`config.mk`:
```
export PLATFORM = sky130hd
export DESIGN_NAME = dual_update
export DESIGN_NICKNAME = d
export VERILOG_FILES = /design/src/rtl/dual_update.sv
export SDC_FILE = /design/constraint.sdc
export NUM_CORES = 1
export LEC_CHECK = 0
export CAP_MARGIN = 15
export CORE_UTILIZATION = 51
export DETAILED_ROUTE_END_ITERATION = 8
export PLACE_DENSITY = 0.83
export SETUP_SLACK_MARGIN = 0.2
export SLEW_MARGIN = 20
export SYNTH_ARGS = -nofsm -noshare
export SYNTH_HDL_FRONTEND = slang
export SYNTH_SLANG_ARGS = --single-unit
export TNS_END_PERCENT = 20
```
`constraint.sdc`:
```
create_clock -name clk -period 8.99 [get_ports clk]
set_input_delay 1.3485 -clock clk [delete_from_list [all_inputs] [get_ports clk]]
set_output_delay 1.3485 -clock clk [all_outputs]
set_load 0.01 [all_outputs]
```
`src/rtl/dual_update.sv`:
```
// ADMM dual update: y += u - z over the input horizon, then g += x - v over the state horizon,
// written back in place while tracking max|u - z| and max|x - v| as primal residuals.
module dual_update #(
  parameter int STATE_DIM  = 12,
  parameter int INPUT_DIM  = 4,
  parameter int HORIZON    = 30,
  parameter int DATA_WIDTH = 16,
  parameter int FRAC_BITS  = 8,
  parameter int ADDR_WIDTH = 9
) (
  input  logic                  clk,
  input  logic                  rst_n,
  input  logic                  start,
  input  logic [31:0]           active_horizon,
  output logic [ADDR_WIDTH-1:0] u_rdaddress,
  output logic [ADDR_WIDTH-1:0] z_rdaddress,
  output logic [ADDR_WIDTH-1:0] y_rdaddress,
  input  logic [DATA_WIDTH-1:0] u_data_out,
  input  logic [DATA_WIDTH-1:0] z_data_out,
  input  logic [DATA_WIDTH-1:0] y_data_out,
  output logic [ADDR_WIDTH-1:0] x_rdaddress,
  output logic [ADDR_WIDTH-1:0] v_rdaddress,
  output logic [ADDR_WIDTH-1:0] g_rdaddress,
  input  logic [DATA_WIDTH-1:0] x_data_out,
  input  logic [DATA_WIDTH-1:0] v_data_out,
  input  logic [DATA_WIDTH-1:0] g_data_out,
  output logic [ADDR_WIDTH-1:0] y_wraddress,
  output logic [DATA_WIDTH-1:0] y_data_in,
  output logic                  y_wren,
  output logic [ADDR_WIDTH-1:0] g_wraddress,
  output logic [DATA_WIDTH-1:0] g_data_in,
  output logic                  g_wren,
  output logic [DATA_WIDTH-1:0] prim_res_u,
  output logic [DATA_WIDTH-1:0] prim_res_x,
  output logic                  busy,
  output logic                  done
);

  localparam int CW = ADDR_WIDTH + 1;

  // The fixed-point format does not change add/subtract, but it must leave an integer bit.
  if (FRAC_BITS >= DATA_WIDTH || STATE_DIM * HORIZON > (1 << ADDR_WIDTH)) begin : g_param_check
    $error("dual_update: FRAC_BITS or ADDR_WIDTH inconsistent with DATA_WIDTH/STATE_DIM/HORIZON");
  end

  typedef enum logic [1:0] {IDLE, DUAL_Y, DUAL_G, DONE} state_t;

  state_t                state;
  logic [CW-1:0]         n_y, n_g, t;
  logic [ADDR_WIDTH-1:0] u_addr, x_addr;

  assign u_rdaddress = u_addr;
  assign z_rdaddress = u_addr;
  assign y_rdaddress = u_addr;
  assign x_rdaddress = x_addr;
  assign v_rdaddress = x_addr;
  assign g_rdaddress = x_addr;

  function automatic logic [DATA_WIDTH-1:0] sat_sum(input logic [DATA_WIDTH-1:0] a,
                                                    input logic [DATA_WIDTH-1:0] b,
                                                    input logic [DATA_WIDTH-1:0] c);
    logic [DATA_WIDTH+1:0] s;
    s = {{2{a[DATA_WIDTH-1]}}, a} + {{2{b[DATA_WIDTH-1]}}, b} - {{2{c[DATA_WIDTH-1]}}, c};
    if (s[DATA_WIDTH+1:DATA_WIDTH-1] == 3'b000 || s[DATA_WIDTH+1:DATA_WIDTH-1] == 3'b111)
      return s[DATA_WIDTH-1:0];
    else if (s[DATA_WIDTH+1])
      return {1'b1, {(DATA_WIDTH-1){1'b0}}};
    else
      return {1'b0, {(DATA_WIDTH-1){1'b1}}};
  endfunction

  function automatic logic [DATA_WIDTH-1:0] abs_diff(input logic [DATA_WIDTH-1:0] a,
                                                     input logic [DATA_WIDTH-1:0] c);
    logic [DATA_WIDTH:0] d;
    d = {a[DATA_WIDTH-1], a} - {c[DATA_WIDTH-1], c};
    if (d[DATA_WIDTH]) d = -d;
    // |d| can reach 2^DW - 1; anything past the signed max pins to it
    if (d[DATA_WIDTH] || d[DATA_WIDTH-1])
      return {1'b0, {(DATA_WIDTH-1){1'b1}}};
    else
      return d[DATA_WIDTH-1:0];
  endfunction

  logic [31:0]           neff;
  logic [CW-1:0]         ny_next, ng_next, n_cur, t_inc;
  logic                  in_y, wr_slot, last;
  logic [DATA_WIDTH-1:0] op_a, op_b, op_c, sum_sat, res_mag;

  always_comb begin
    neff = active_horizon;
    if (active_horizon == 32'd0)
      neff = 32'd1;
    else if (active_horizon > 32'(HORIZON))
      neff = 32'(HORIZON);
  end

  assign ny_next = CW'(32'(INPUT_DIM) * (neff - 32'd1));
  assign ng_next = CW'(32'(STATE_DIM) * neff);

  assign in_y    = (state == DUAL_Y);
  assign op_a    = in_y ? u_data_out : x_data_out;
  assign op_b    = in_y ? y_data_out : g_data_out;
  assign op_c    = in_y ? z_data_out : v_data_out;
  assign sum_sat = sat_sum(op_a, op_b, op_c);
  assign res_mag = abs_diff(op_a, op_c);

  // t counts cycles since phase entry; read data for element t-2 arrives while 2 <= t <= n+1
  assign n_cur   = in_y ? n_y : n_g;
  assign t_inc   = t + CW'(1);
  assign wr_slot = (t >= CW'(2)) && (t <= n_cur + CW'(1));
  assign last    = (t == n_cur + CW'(2));

  always_ff @(posedge clk or negedge rst_n) begin
    if (!rst_n) begin
      state       <= IDLE;
      n_y         <= '0;
      n_g         <= '0;
      t           <= '0;
      u_addr      <= '0;
      x_addr      <= '0;
      y_wraddress <= '0;
      y_data_in   <= '0;
      y_wren      <= 1'b0;
      g_wraddress <= '0;
      g_data_in   <= '0;
      g_wren      <= 1'b0;
      prim_res_u  <= '0;
      prim_res_x  <= '0;
      busy        <= 1'b0;
      done        <= 1'b0;
    end else begin
      y_wren <= 1'b0;
      g_wren <= 1'b0;
      case (state)
        IDLE: begin
          if (start) begin
            n_y        <= ny_next;
            n_g        <= ng_next;
            t          <= '0;
            prim_res_u <= '0;
            prim_res_x <= '0;
            busy       <= 1'b1;
            if (ny_next != '0) begin
              state  <= DUAL_Y;
              u_addr <= '0;
            end else begin
              state  <= DUAL_G;
              x_addr <= '0;
            end
          end
        end
        DUAL_Y: begin
          t <= t_inc;
          if (t_inc < n_y) u_addr <= ADDR_WIDTH'(t_inc);
          if (wr_slot) begin
            y_wren      <= 1'b1;
            y_wraddress <= ADDR_WIDTH'(t - CW'(2));
            y_data_in   <= sum_sat;
            if (res_mag > prim_res_u) prim_res_u <= res_mag;
          end
          if (last) begin
            state  <= DUAL_G;
            t      <= '0;
            x_addr <= '0;
          end
        end
        DUAL_G: begin
          t <= t_inc;
          if (t_inc < n_g) x_addr <= ADDR_WIDTH'(t_inc);
          if (wr_slot) begin
            g_wren      <= 1'b1;
            g_wraddress <= ADDR_WIDTH'(t - CW'(2));
            g_data_in   <= sum_sat;
            if (res_mag > prim_res_x) prim_res_x <= res_mag;
          end
          if (last) begin
            state <= DONE;
            busy  <= 1'b0;
            done  <= 1'b1;
          end
        end
        DONE: begin
          if (!start) begin
            state <= IDLE;
            done  <= 1'b0;
          end
        end
        default: state <= IDLE;
      endcase
    end
  end

endmodule

```
==> impl_results.md <==
- Via count: 9428
- Crit-path slowest cell: a2111o_1
- Slew Viols, Final: 0
- P per Cell Area: 428.5 mW/mm2
- Final Core Density: 0.6846
- Port-buffer cells: 270
- Clock root buffer master: clkbuf_16
- Fin crit share: 0.8607
- Number of routed nets with antenna violations: 0
- Worst Path Buf+Inv: 3
- Worst path max stage delay: 0.68 ns
- Setup bufs post-CTS: 0
- Num rows: 52
- Setup WS pre-CTS: 0.9217 ns
- Die Ht: 147.8 um
- Peak supply drop: 243.2 uV
- Post-Layout Inst Area: 0.01408 mm2
- Max_cap viols: 0
- Total track usage: 0.2764
- Vias in the first global route: 9426
- Initial core utilization: 0.5271
- Area after DPL: 0.01349 mm2
- Slew @ Worst Pin: 1.015 ns
- WP data required: 9.34 ns
- Share of layout cells above drive strength 1: 0.09071
- Chip width: 147.8 um
- Post-Route Setup TNS: 0 ns
- Failing checks: design-rule violations
- Critical path peak fanout: 13
- Synth top area cells: dfrtp_1 30%, ha_1 13%, mux2_2 6.5%
- GRT overflow: 0
- Top delay family on crit path: compound AO/OA/AOI/OAI gates
- Critical path, cell by cell: clkdlybuf4s50_1 -> mux2i_1 -> ha_1 -> inv_1 -> fa_1 -> a21o_1 -> a221o_1 -> a221oi_2 -> nand4b_1 -> a41oi_1 -> a21oi_1 -> o21a_1 -> nand3_1 -> ha_1 -> nor2b_1 -> o21ai_0 -> nand2_1 -> a221oi_1 -> o21ai_0 -> or2_2 -> mux2i_1 -> a2111o_1 -> buf_4 -> mux2i_1
- Yosys reg bits: 132
- Initial antenna violation count: 0
- CTS buffer count: 17
- Worst Path Arrival: 8.09 ns
- Die area: 0.02184 mm2
- 1st-pass router iterations: 9
- Most instantiated cells after synthesis: 132 x dfrtp_1, 113 x ha_1, 109 x nand2_1
- Synthesized netlist cell count: 1164
- DR DRC count: 1
- Critical Path Sink Type: flop
- Vias per inst: 5.642
- Clk Latency, worst-skew pair: 0.43 ns
- Gpl congestion: 0.9138
- Iteration-0 DRC Markers: 613
- Top FF cell, synth: dfrtp_1
- Final wirelength: 29150 um
- Synthesized area: 0.01084 mm2
- Register Area: 0.003303 mm2
- Synth top area share: 0.3048
- Worst-path clk slew: 0.07 ns
- Final Setup Violations: 0
- Dpl hpwl: 22830 um
- Slew headroom: 0.3189
- RSZ-0062 raised after global routing: false
- Nets@finish: 1649
- CTS resizes: 0
- Syn_area_per_cell: 9.311 um2
- CTS tree: done
- Area Growth Syn to Fin: 29.88%
- Area leader, netlist: dfrtp_1
- Setup CP Type: primary input to flop
- Leak: 6.260 nW
- Highest clock rate: 129.2 MHz
- Asr flop ratio synth: 1.000
- Largest net degree at the start of global routing: 74
- Area occupied by multi-input gates: 0.006726 mm2
- Core box area: 0.02056 mm2
- Yosys warns: 0
- Wirelength per Cell: 17.45 um
- Post-synth EDFFs: 0
- Worst setup margin: 1.252 ns
- Outcome: complete, but fails checks
- Sequential share of the synthesized area: 0.3048
- Most numerous cell in the Yosys netlist: dfrtp_1
- Setup clock skew after layout: 0.01522 ns
- CP startpoint kind: primary input
- Hold Vio Cnt, Final: 0
- FILL cells: 1601
- Hold-fix buffers, CTS: 0
- Min Tclk post-route: 7.738 ns
- Hold Path Class: flop to flop
- Clk sinks: 132
- Synth cell types: 75
- Global-route wire length before repair: 48060 um
- Crit path top cell by count: mux2i_1
- Clock Tree Buf Depth: 2
- I/O pins: 271
- H-tree lvl count: 4
[sequential cells by signal, summed over array words and instances, names as in the netlist]
register	count
busy	1
done	1
g_data_in	16
g_rdaddress	9
g_wraddress	9
g_wren	1
n_g	8
n_y	8
prim_res_u	16
prim_res_x	16
state	2
t	10
u_rdaddress	9
y_data_in	16
y_wraddress	9
y_wren	1
[layer usage]
layer,up-vias,wire (um),track usage
met5,-,0,0
met4,0,730,0.09485
met3,67,1945,0.05525
met2,392,13970,0.4590
met1,4454,12510,0.3587
li1,4515,-,-
[cell families (layout without fill, tap and decap cells)]
kind of cell               after synthesis  in the layout  share of synthesized area
adders and majority gates              131            131                     0.1637
other                                    2              9                  0.0006929
muxes                                  117            117                     0.1176
buffers and inverters                  179            409                    0.07781
AOI/OAI and AO/OA                      270            270                     0.1658
and+or+nand+nor                        283            283                     0.1292
xor gates and xnor gates                50             50                    0.04041
DFF                                    132            132                     0.3048
[worst reg2reg max path, cell delays in order, from the launching register on]
cell and delay [ns]:
dfrtp_1 0.42, inv_1 0.15, ha_4 0.53, buf_4 0.34
mux2_2 0.40, ha_1 0.42, a21oi_1 0.23, o211a_1 0.22
o21bai_1 0.13, or3_2 0.44, a211o_1 0.35, nor3_4 0.21
a311o_2 0.24, o21a_1 0.39, nand3_1 0.29, ha_1 0.37
nor2b_1 0.13, o21ai_0 0.15, nand2_1 0.09, a221oi_1 0.33
o21ai_0 0.18, or2_2 0.30, mux2i_1 0.13, a2111o_1 0.68
buf_4 0.28, mux2i_1 0.20
[per-stage QoR]
step	total power [mW]	hold WS [ns]	instances
2_1_floorplan	3.918	0.4626	1170
3_3_place_gp	5.082	0.4663	1638
3_5_place_dp	5.217	0.4730	1638
4_1_cts	5.974	0.4877	1670
5_1_grt	6.553	0.5042	1670
6_report	6.032	0.4808	1671
[cell type report]
cell class / count / share of cell area
inverters: 101 / 0.02693
repair buffers: 276 / 0.1950
clock inverters: 15 / 0.01111
well taps: 270 / 0.02400
flip-flops and latches: 132 / 0.2347
clock buffers: 17 / 0.03022
multi-input cells: 859 / 0.4779
diodes: 1 / 0.0001778
[layout by cell type (no fill, tap or decap), types with 8 or more instances in the layout]
| master | synthesis | routed |
|---|---|---|
| a21o_1 | 29 | 29 |
| a21oi_1 | 40 | 40 |
| a22o_1 | 21 | 21 |
| and2_1 | 14 | 14 |
| clkbuf_16 | 0 | 17 |
| clkdlybuf4s50_1 | 0 | 269 |
| conb_1 | 2 | 8 |
| dfrtp_1 | 132 | 132 |
| fa_1 | 18 | 18 |
| ha_1 | 113 | 112 |
| inv_1 | 99 | 99 |
| mux2_2 | 63 | 63 |
| mux2i_1 | 49 | 49 |
| nand2_1 | 109 | 109 |
| nand2b_1 | 17 | 17 |
| nand3_1 | 17 | 17 |
| nand4_1 | 9 | 9 |
| nor2_1 | 39 | 39 |
| nor2b_1 | 15 | 15 |
| nor3_1 | 18 | 18 |
| nor4_1 | 10 | 10 |
| o21a_1 | 24 | 24 |
| o21ai_0 | 83 | 83 |
| o31ai_1 | 9 | 9 |
| xnor2_1 | 29 | 29 |
| xor2_1 | 21 | 21 |
[power by group]
part | internal, mW | leakage [nW] | switching [mW] | total [mW]
registers | 0.801 | 1.71 | 0.153 | 0.954
clock network | 0.394 | 0.289 | 0.311 | 0.706
logic | 1.89 | 4.26 | 2.48 | 4.37
total | 3.09 | 6.26 | 2.94 | 6.03
[final timing paths]
path                                start             end  slack [ns]  cells past startpoint
setup / recovery            u_data_out[0]   prim_res_x[7]        1.25                     24
hold / removal             g_wraddress[8]  g_wraddress[8]        0.48                      2
setup reg to reg                 state[1]   prim_res_x[7]        1.32                     25
hold reg to reg            g_wraddress[8]  g_wraddress[8]        0.48                      2
max in group asynchronous           rst_n    g_data_in[2]        6.63                      2
min in group asynchronous           rst_n   prim_res_x[4]        1.03                      1
Power figures use the tool's default switching activity.
